File: config.mk
export PLATFORM = sky130hd
export DESIGN_NAME = barrel_shifter_flat
export DESIGN_NICKNAME = d
export VERILOG_FILES = /design/src/rtl/barrel_shifter_if.sv /design/src/rtl/barrel_shifter.sv /design/src/flat_wrapper.sv
export SDC_FILE = /design/constraint.sdc
export NUM_CORES = 1
export LEC_CHECK = 0
export ABC_AREA = 1
export BUFFER_PORTS_ARGS = -buffer_cell sky130_fd_sc_hd__buf_2
export CAP_MARGIN = 10
export CORE_ASPECT_RATIO = 0.8
export CORE_MARGIN = 4
export CORE_UTILIZATION = 50
export DETAILED_ROUTE_END_ITERATION = 7
export PLACE_DENSITY = 0.86
export SYNTH_ARGS = -nofsm -noshare
export SYNTH_HDL_FRONTEND = slang
export SYNTH_SLANG_ARGS = --single-unit
export TNS_END_PERCENT = 100
File: constraint.sdc
create_clock -name clk -period 0.8 [get_ports clk]
set_input_delay 0.12 -clock clk [delete_from_list [all_inputs] [get_ports clk]]
set_output_delay 0.12 -clock clk [all_outputs]
set_load 0.03 [all_outputs]
File: src/rtl/barrel_shifter_if.sv
// barrel_shifter_if: valid-qualified request/result bundle for the barrel shifter.
// master drives the request and observes the result; slave is the shifter side.
interface barrel_shifter_if #(
    parameter int WIDTH   = 8,
    parameter int SHIFT_W = $clog2(WIDTH)
);
    logic               in_valid;
    logic [WIDTH-1:0]   d_in;
    logic [SHIFT_W-1:0] n_bits;
    logic               dir;
    logic [1:0]         mode;
    logic [WIDTH-1:0]   d_out;
    logic               out_valid;

    modport master (output in_valid, d_in, n_bits, dir, mode, input d_out, out_valid);
    modport slave  (input in_valid, d_in, n_bits, dir, mode, output d_out, out_valid);
endinterface

File: src/rtl/barrel_shifter.sv
// barrel_shifter: one-stage registered rotate/logical/arithmetic shifter, left or right.
// Stage i of the mux network moves the word by 2^i when n_bits[i] is set.
module barrel_shifter #(
    parameter int WIDTH   = 8,
    parameter int SHIFT_W = $clog2(WIDTH)
) (
    input logic            clk,
    input logic            rst_n,
    barrel_shifter_if.slave bus
);
    logic [SHIFT_W:0][WIDTH-1:0] stg;
    logic rot, arith;

    assign rot   = bus.mode == 2'b00;
    assign arith = bus.mode == 2'b10;
    assign stg[0] = bus.d_in;

    for (genvar g = 0; g < SHIFT_W; g++) begin : g_stage
        localparam int K = 1 << g;
        logic [WIDTH-1:0] lft, rgt;
        // The sign bit survives every right stage, so each stage can refill from its own MSB.
        always_comb begin
            lft = {stg[g][WIDTH-1-K:0], rot ? stg[g][WIDTH-1:WIDTH-K] : {K{1'b0}}};
            rgt = {rot ? stg[g][K-1:0] : {K{arith & stg[g][WIDTH-1]}}, stg[g][WIDTH-1:K]};
        end
        assign stg[g+1] = bus.n_bits[g] ? (bus.dir ? rgt : lft) : stg[g];
    end

    always_ff @(posedge clk or negedge rst_n) begin
        if (!rst_n) begin
            bus.d_out     <= '0;
            bus.out_valid <= 1'b0;
        end else begin
            bus.out_valid <= bus.in_valid;
            if (bus.in_valid) bus.d_out <= stg[SHIFT_W];
        end
    end
endmodule

File: src/flat_wrapper.sv
// flat-port wrapper written by rule: the top's interface ports become plain ports
module barrel_shifter_flat 
#(
    parameter int WIDTH   = 8,
    parameter int SHIFT_W = $clog2(WIDTH)
)
  (clk, rst_n, bus_in_valid, bus_d_in, bus_n_bits, bus_dir, bus_mode, bus_d_out, bus_out_valid);
  barrel_shifter_if #(.WIDTH(WIDTH), .SHIFT_W(SHIFT_W)) bus_i ();
  input logic clk;
  input logic rst_n;
  input wire logic [$bits(bus_i.in_valid)-1:0] bus_in_valid;
  input wire logic [$bits(bus_i.d_in)-1:0] bus_d_in;
  input wire logic [$bits(bus_i.n_bits)-1:0] bus_n_bits;
  input wire logic [$bits(bus_i.dir)-1:0] bus_dir;
  input wire logic [$bits(bus_i.mode)-1:0] bus_mode;
  output wire logic [$bits(bus_i.d_out)-1:0] bus_d_out;
  output wire logic [$bits(bus_i.out_valid)-1:0] bus_out_valid;
  assign bus_i.in_valid = bus_in_valid;
  assign bus_i.d_in = bus_d_in;
  assign bus_i.n_bits = bus_n_bits;
  assign bus_i.dir = bus_dir;
  assign bus_i.mode = bus_mode;
  assign bus_d_out = bus_i.d_out;
  assign bus_out_valid = bus_i.out_valid;
  barrel_shifter #(.WIDTH(WIDTH), .SHIFT_W(SHIFT_W)) u_core (.clk(clk), .rst_n(rst_n), .bus(bus_i));
endmodule
==> impl_results.html, run 1 <==
<table>
<tr><th>Metric</th><th>Value</th></tr>
<tr><th colspan="2">Status</th></tr>
<tr><td>Status</td><td>stopped before the end</td></tr>
<tr><td>Last step reached</td><td>global routing</td></tr>
<tr><td>Log Error</td><td>[ERROR DPL-0038] Utilization greater than 100%, impossible to legalize</td></tr>
<tr><th colspan="2">Synth</th></tr>
<tr><td>Fraction of the yosys area taken by sequential cells</td><td>24.0%</td></tr>
<tr><td>Post-synthesis instance area</td><td>938 sq um</td></tr>
<tr><td>Warnings, synthesis</td><td>0</td></tr>
<tr><td>Mapped Nets</td><td>191</td></tr>
<tr><td>Yosys reg bits</td><td>9</td></tr>
<tr><td>Synthesized instance count</td><td>174</td></tr>
<tr><td>Mean post-synth cell area</td><td>5.39 sq um</td></tr>
<tr><td>Distinct cell type count after synthesis</td><td>22</td></tr>
<tr><th colspan="2">Clock network</th></tr>
<tr><td>Clock buffers created by TritonCTS</td><td>3</td></tr>
<tr><td>Master cell of the clock root buffer</td><td>sky130_fd_sc_hd__clkbuf_4</td></tr>
<tr><td>H-Tree Level Count</td><td>1</td></tr>
<tr><td>Sink Count</td><td>9</td></tr>
<tr><td>Max clock buf depth</td><td>2</td></tr>
<tr><th colspan="2">Floorplan</th></tr>
<tr><td>Ports placed on the boundary</td><td>26</td></tr>
<tr><td>Initial Utilization</td><td>55.5%</td></tr>
<tr><td>Die X-Extent</td><td>56.4 microns</td></tr>
<tr><td>Std-Cell Rows</td><td>13</td></tr>
<tr><td>Floorplan die height</td><td>46.8 microns</td></tr>
<tr><th colspan="2">Place</th></tr>
<tr><td>Count of input and output buffers</td><td>25</td></tr>
<tr><td>Final HPWL from detailed placement</td><td>2480 microns</td></tr>
<tr><td>GP Congestion</td><td>0.917</td></tr>
<tr><th colspan="2">Timing</th></tr>
<tr><td>Pin type at the end of the worst path</td><td>register input</td></tr>
<tr><td>Crit. endpoint post-GRT repair</td><td>u_core.bus.d_out[5]$_DFFE_PN0P_/D</td></tr>
<tr><th colspan="2">Global route</th></tr>
<tr><td>Largest net degree at the start of global routing</td><td>10</td></tr>
</table>
## metrics by stage
stage / setup slack [ps] / instance area [sq um] / TNS, ps / hold WS (ps) / instances
2_1_floorplan: -389 / 945 / -2300 / -176 / 174
4_1_cts: -246 / 1510 / -2320 / 67.2 / 249
3_3_place_gp: -510 / 1220 / -3720 / -26.2 / 237
3_5_place_dp: -592 / 1220 / -4240 / -21.3 / 237
## logic make-up after synthesis
group | synth area share (%)
buffers and inverters | 13.9
AND/OR/NAND/NOR | 49.6
flip-flops | 24.0
AO/OA/AOI/OAI | 12.5
## timing repair
| action | 4_1_cts |
|---|---|
| gates cloned | 0 |
| pin swaps | 22 |
| hold buffers | 1 |
| gates resized for setup | 62 |
| buffers inserted | 7 |
| endpoints found under the hold margin | 9 |
| setup endpoints to repair | 17 |
## synth_stat cells (all sizes together)
| cell type | n | share of area, % |
|---|---|---|
| a21boi | 1 | 0.80 |
| a21oi | 11 | 5.9 |
| a31oi | 1 | 0.67 |
| buf | 4 | 3.3 |
| clkbuf | 2 | 0.93 |
| clkinv | 3 | 1.2 |
| dfrtp | 9 | 24 |
| inv | 21 | 8.4 |
| nand2 | 74 | 30 |
| nand3 | 26 | 14 |
| nor2 | 10 | 4.3 |
| nor3 | 1 | 0.53 |
| o211ai | 1 | 0.80 |
| o21ai | 7 | 3.7 |
| o22ai | 1 | 0.67 |
| or2 | 2 | 1.3 |
==> inputs of run 2 (changes only) <==
CORE_AREA = 4 4 65 67   (was not set)
CORE_ASPECT_RATIO = not set   (was 0.8)
CORE_MARGIN = not set   (was 4)
CORE_UTILIZATION = not set   (was 50)
DIE_AREA = 0 0 69 71   (was not set)
PLACE_DENSITY = not set   (was 0.86)
PLACE_DENSITY_LB_ADDON = 0.15   (was not set)
==> run 2 against run 1 <==
The flow now finishes, with violations (negative setup slack). Synthesized area stayed put. Synthesized cell count unchanged.
==> impl_results.html, run 2 <==
<table>
<tr><th>Metric</th><th>Value</th></tr>
<tr><th colspan="2">Status</th></tr>
<tr><td>Status</td><td>finished, violations left</td></tr>
<tr><td>Failing checks</td><td>negative setup slack</td></tr>
<tr><th colspan="2">Pwr</th></tr>
<tr><td>Sequential share of power</td><td>25.4%</td></tr>
<tr><td>Switching part of the total power</td><td>36.1%</td></tr>
<tr><td>Power Total</td><td>2.17 mW</td></tr>
<tr><td>Combinational share of power</td><td>50.9%</td></tr>
<tr><td>Clock group share of total power</td><td>23.6%</td></tr>
<tr><td>Sw power</td><td>0.783 mW</td></tr>
<tr><td>Cell internal pwr</td><td>1.38 mW</td></tr>
<tr><td>Static leakage</td><td>0.950 nW</td></tr>
<tr><td>Peak supply drop</td><td>0.490 mV</td></tr>
<tr><td>Power per cell area</td><td>1220 nW/um^2</td></tr>
<tr><th colspan="2">Critical path</th></tr>
<tr><td>Slowest stage cell, crit path</td><td>sky130_fd_sc_hd__or2_1</td></tr>
<tr><td>Endpoint type of the worst setup path</td><td>flop</td></tr>
<tr><td>Required time at the endpoint of the critical path</td><td>920 ps</td></tr>
<tr><td>Critical setup path kind</td><td>in -&gt; reg</td></tr>
<tr><td>Startpoint type of the worst setup path</td><td>input port</td></tr>
<tr><td>Family with the most delay on the worst path</td><td>simple AND/OR/NAND/NOR gates</td></tr>
<tr><td>Crit-path cells</td><td>buf_6, or2_1, a21boi_2, or2_1, nand3_2, nand2_2, clkinv_1, nand2_1, nand2_1, nand2_1</td></tr>
<tr><td>Cell occurring most often along the worst timing path</td><td>sky130_fd_sc_hd__nand2_1</td></tr>
<tr><td>Sum of buffers and inverters on the critical path</td><td>2</td></tr>
<tr><td>Crit-path max cell delay</td><td>230 ps</td></tr>
<tr><td>CP Data Arrival Time</td><td>1170 ps</td></tr>
<tr><td>Largest fanout of any net on the critical path</td><td>5</td></tr>
<tr><th colspan="2">Clock network</th></tr>
<tr><td>Clock buffers created by TritonCTS</td><td>3 (unchanged)</td></tr>
<tr><td>Clock latency of the later-clocked register in the worst-skew pair</td><td>230 ps</td></tr>
<tr><td>H-Tree Level Count</td><td>1 (unchanged)</td></tr>
<tr><td>Clock tree from TritonCTS</td><td>yes</td></tr>
<tr><td>Sink Count</td><td>9 (unchanged)</td></tr>
<tr><td>Max clock buf depth</td><td>2 (unchanged)</td></tr>
<tr><td>Clock transition at the registers of the reported paths</td><td>40 ps</td></tr>
<tr><td>Master cell of the clock root buffer</td><td>sky130_fd_sc_hd__clkbuf_8</td></tr>
<tr><th colspan="2">Final layout</th></tr>
<tr><td>Layout overhead on the synthesized area</td><td>88.7%</td></tr>
<tr><td>Final net count</td><td>254</td></tr>
<tr><td>Leading cell types in the layout, fill and taps excluded</td><td>56 x sky130_fd_sc_hd__nand2_1, 36 x sky130_fd_sc_hd__buf_4, 18 x sky130_fd_sc_hd__inv_1, 16 x sky130_fd_sc_hd__nand2_2, 14 x sky130_fd_sc_hd__nand3_1</td></tr>
<tr><td>Final core occ</td><td>48.7%</td></tr>
<tr><td>Registers with the most flip-flops</td><td>u_core.bus.d_out (8), u_core.bus.out_valid (1)</td></tr>
<tr><td>Design area</td><td>1770 sq um</td></tr>
<tr><td>Register name with the most flops</td><td>u_core.bus.d_out</td></tr>
<tr><td>Count of fill cells added during filler insertion</td><td>386</td></tr>
<tr><td>Finished Layout Cells</td><td>284</td></tr>
<tr><td>Share of final-layout standard cells stronger than drive strength 1</td><td>47.5%</td></tr>
<tr><td>Antenna cell count</td><td>0</td></tr>
<tr><td>Flip-flop count of the largest register after layout</td><td>8</td></tr>
<tr><td>Most frequent standard cell in the layout excluding fill and tap cells</td><td>sky130_fd_sc_hd__nand2_1</td></tr>
<tr><th colspan="2">Drt</th></tr>
<tr><td>Antenna viol nets, final</td><td>0</td></tr>
<tr><td>Router iterations before antenna repair</td><td>4</td></tr>
<tr><td>Post-Route WL</td><td>3250 microns</td></tr>
<tr><td>Number of vias in the routed layout</td><td>1,267</td></tr>
<tr><td>Residual DRC count</td><td>0</td></tr>
<tr><td>Routed len/inst</td><td>11.4 microns</td></tr>
<tr><td>Initial detailed-routing violation count</td><td>29</td></tr>
<tr><td>Vias per cell</td><td>4.46</td></tr>
<tr><th colspan="2">Global route</th></tr>
<tr><td>Antenna violations before repair</td><td>0</td></tr>
<tr><td>All-layer global routing usage</td><td>13.1%</td></tr>
<tr><td>Overflow after GRT</td><td>0</td></tr>
<tr><td>Vias in the first global route</td><td>1,279</td></tr>
<tr><td>Largest net degree at the start of global routing</td><td>10</td></tr>
<tr><td>First-pass GRT wire length</td><td>5420 microns</td></tr>
<tr><th colspan="2">Timing</th></tr>
<tr><td>Worst relative slew slack</td><td>83.4%</td></tr>
<tr><td>Clock period minus final worst setup slack</td><td>1050 ps</td></tr>
<tr><td>Clk_skew</td><td>0 ps</td></tr>
<tr><td>Endpoints failing setup</td><td>17</td></tr>
<tr><td>Setup Total Neg Slack</td><td>-2270 ps</td></tr>
<tr><td>Transition time at the pin with the least slew margin</td><td>246 ps</td></tr>
<tr><td>PnR worst setup slack</td><td>-249 ps</td></tr>
<tr><td>Final-report hold violation count</td><td>0</td></tr>
<tr><td>Tcrit/Tclk final</td><td>131%</td></tr>
<tr><td>Top achievable clock speed</td><td>953 MHz</td></tr>
<tr><td>Pins Over Slew Limit</td><td>0</td></tr>
<tr><td>Unrepaired setup endpoints after global routing</td><td>true</td></tr>
<tr><th colspan="2">Synth</th></tr>
<tr><td>Mapped Nets</td><td>191 (unchanged)</td></tr>
<tr><td>Warnings, synthesis</td><td>0 (unchanged)</td></tr>
<tr><td>Post-synthesis instance area</td><td>938 sq um (unchanged)</td></tr>
<tr><td>Synth area leader</td><td>sky130_fd_sc_hd__nand2_1</td></tr>
<tr><td>Main flop type after synthesis</td><td>sky130_fd_sc_hd__dfrtp_1</td></tr>
<tr><td>Async set-or-reset flop fraction in the synthesized netlist</td><td>100% (unchanged)</td></tr>
<tr><td>Synthesized instance count</td><td>174 (unchanged)</td></tr>
<tr><td>Top cell type's share of synthesized area</td><td>29.6% (unchanged)</td></tr>
<tr><td>Mean post-synth cell area</td><td>5.39 sq um (unchanged)</td></tr>
<tr><td>Cell types with the largest area share after synthesis</td><td>sky130_fd_sc_hd__nand2_1 30%, sky130_fd_sc_hd__dfrtp_1 24%, sky130_fd_sc_hd__nand3_1 14%, sky130_fd_sc_hd__inv_1 7.6%, sky130_fd_sc_hd__a21oi_1 5.9%</td></tr>
<tr><td>Yosys reg bits</td><td>9 (unchanged)</td></tr>
<tr><td>Fraction of the yosys area taken by sequential cells</td><td>24.0% (unchanged)</td></tr>
<tr><td>Distinct cell type count after synthesis</td><td>22 (unchanged)</td></tr>
<tr><td>Post-synth EDFFs</td><td>0 (unchanged)</td></tr>
<tr><td>Commonest cells in the synthesized netlist</td><td>74 x sky130_fd_sc_hd__nand2_1, 26 x sky130_fd_sc_hd__nand3_1, 19 x sky130_fd_sc_hd__inv_1, 11 x sky130_fd_sc_hd__a21oi_1</td></tr>
<tr><td>Most common cell in the synthesized netlist</td><td>sky130_fd_sc_hd__nand2_1</td></tr>
<tr><th colspan="2">Run</th></tr>
<tr><td>Number of max-cap violations</td><td>0</td></tr>
<tr><th colspan="2">Place</th></tr>
<tr><td>Standard cell area after detailed placement</td><td>1280 sq um (+5.1%)</td></tr>
<tr><td>GP Congestion</td><td>0.797 (-13%)</td></tr>
<tr><td>Final HPWL from detailed placement</td><td>2340 microns (-5.5%)</td></tr>
<tr><td>Count of input and output buffers</td><td>25 (unchanged)</td></tr>
<tr><td>Number of cells after detailed placement</td><td>267 (+13%)</td></tr>
<tr><th colspan="2">Floorplan</th></tr>
<tr><td>Std-Cell Rows</td><td>22 (+9)</td></tr>
<tr><td>Ports placed on the boundary</td><td>26 (unchanged)</td></tr>
<tr><td>Initial Utilization</td><td>25.8% (-30 points)</td></tr>
<tr><td>Area of the die</td><td>4900 sq um</td></tr>
<tr><td>Core Box Area</td><td>3630 sq um</td></tr>
<tr><td>Floorplan die height</td><td>71 microns (+52%)</td></tr>
<tr><td>Die X-Extent</td><td>69 microns (+22%)</td></tr>
<tr><th colspan="2">Hold path</th></tr>
<tr><td>Class of the tightest hold or removal check</td><td>in -&gt; reg</td></tr>
</table>
-- run 2: cell counts after synthesis --
No cell type changed its count.
-- run 2: worst register-to-register path: cells and delay by family, from the launching register on --
| family | cells | cell delay, ps |
|---|---|---|
| compound gates | 1 | 40 |
| flops | 1 | 380 |
| simple gates | 1 | 70 |
| buf+inv | 1 | 130 |
-- run 2: path summary, 6_finish.rpt --
path	start	end	slack (ps)	cells after the start
worst max-delay path	bus_n_bits[0]	u_core.bus.d_out[5]	-250	10
worst min-delay path	bus_in_valid	u_core.bus.out_valid	90	1
worst max register to register	u_core.bus.d_out[1]	u_core.bus.d_out[1]	50	3
worst min register to register	u_core.bus.d_out[0]	u_core.bus.d_out[0]	500	2
max in group asynchronous	rst_n	u_core.bus.d_out[5]	350	2
min in group asynchronous	rst_n	u_core.bus.d_out[7]	270	2
-- run 2: cells by family after synthesis --
kind of cell | count (synthesis) | share of synthesized area, %
AO/OA/AOI/OAI | 22 | 12.5
AND/OR/NAND/NOR | 113 | 49.6
flip-flops | 9 | 24.0
buffers and inverters | 30 | 13.9
-- run 2: power by group through the flow --
stage	clock network, mW	logic (mW)	registers [mW]
6_report	0.512	1.10	0.551
5_1_grt	0.559	1.21	0.561
4_1_cts	0.536	1.01	0.552
3_5_place_dp	0	0.749	0.548
3_3_place_gp	0	0.759	0.544
2_1_floorplan	0	0.348	0.661
-- run 2: final cells by class --
class	count	area, sq um	share of cell area [%]
Sequential cell	9	225	12.7
Clock buffer	4	45.0	2.54
Inverter	24	100	5.65
Timing Repair Buffer	64	559	31.6
Multi-Input combinational cell	135	781	44.1
Tap cell	48	60.1	3.39
-- run 2: through the flow --
stage | hold WS [ps] | setup slack [ps]
after detailed placement | -15.0 | -628
after CTS | 82.1 | -258
after global placement | -17.9 | -593
after global routing | 92.7 | -339
final | 88.2 | -249
after floorplan | -176 | -389
-- run 2: layer usage --
metal / share of wire (%) / global-route usage [%] / up-vias
li1: - / - / 674
met1: 45 / 16.8 / 561
met4: 1.1 / 3.47 / 0
met3: 2.7 / 1.70 / 4
met2: 51 / 23.0 / 28
met5: 0 / 0 / -
-- run 2: timing repair --
item / 4_1_cts / 5_1_grt
setup buffers: 8 / 3
gates cloned: 1 / 0
hold endpoints to repair: 9 / 0
endpoints found under the setup margin: 17 / 17
gates resized for setup: 63 / 29
hold buffers: 1 / 0
pin swaps: 16 / 23
Note: power is estimated with default switching activity, not from simulation.
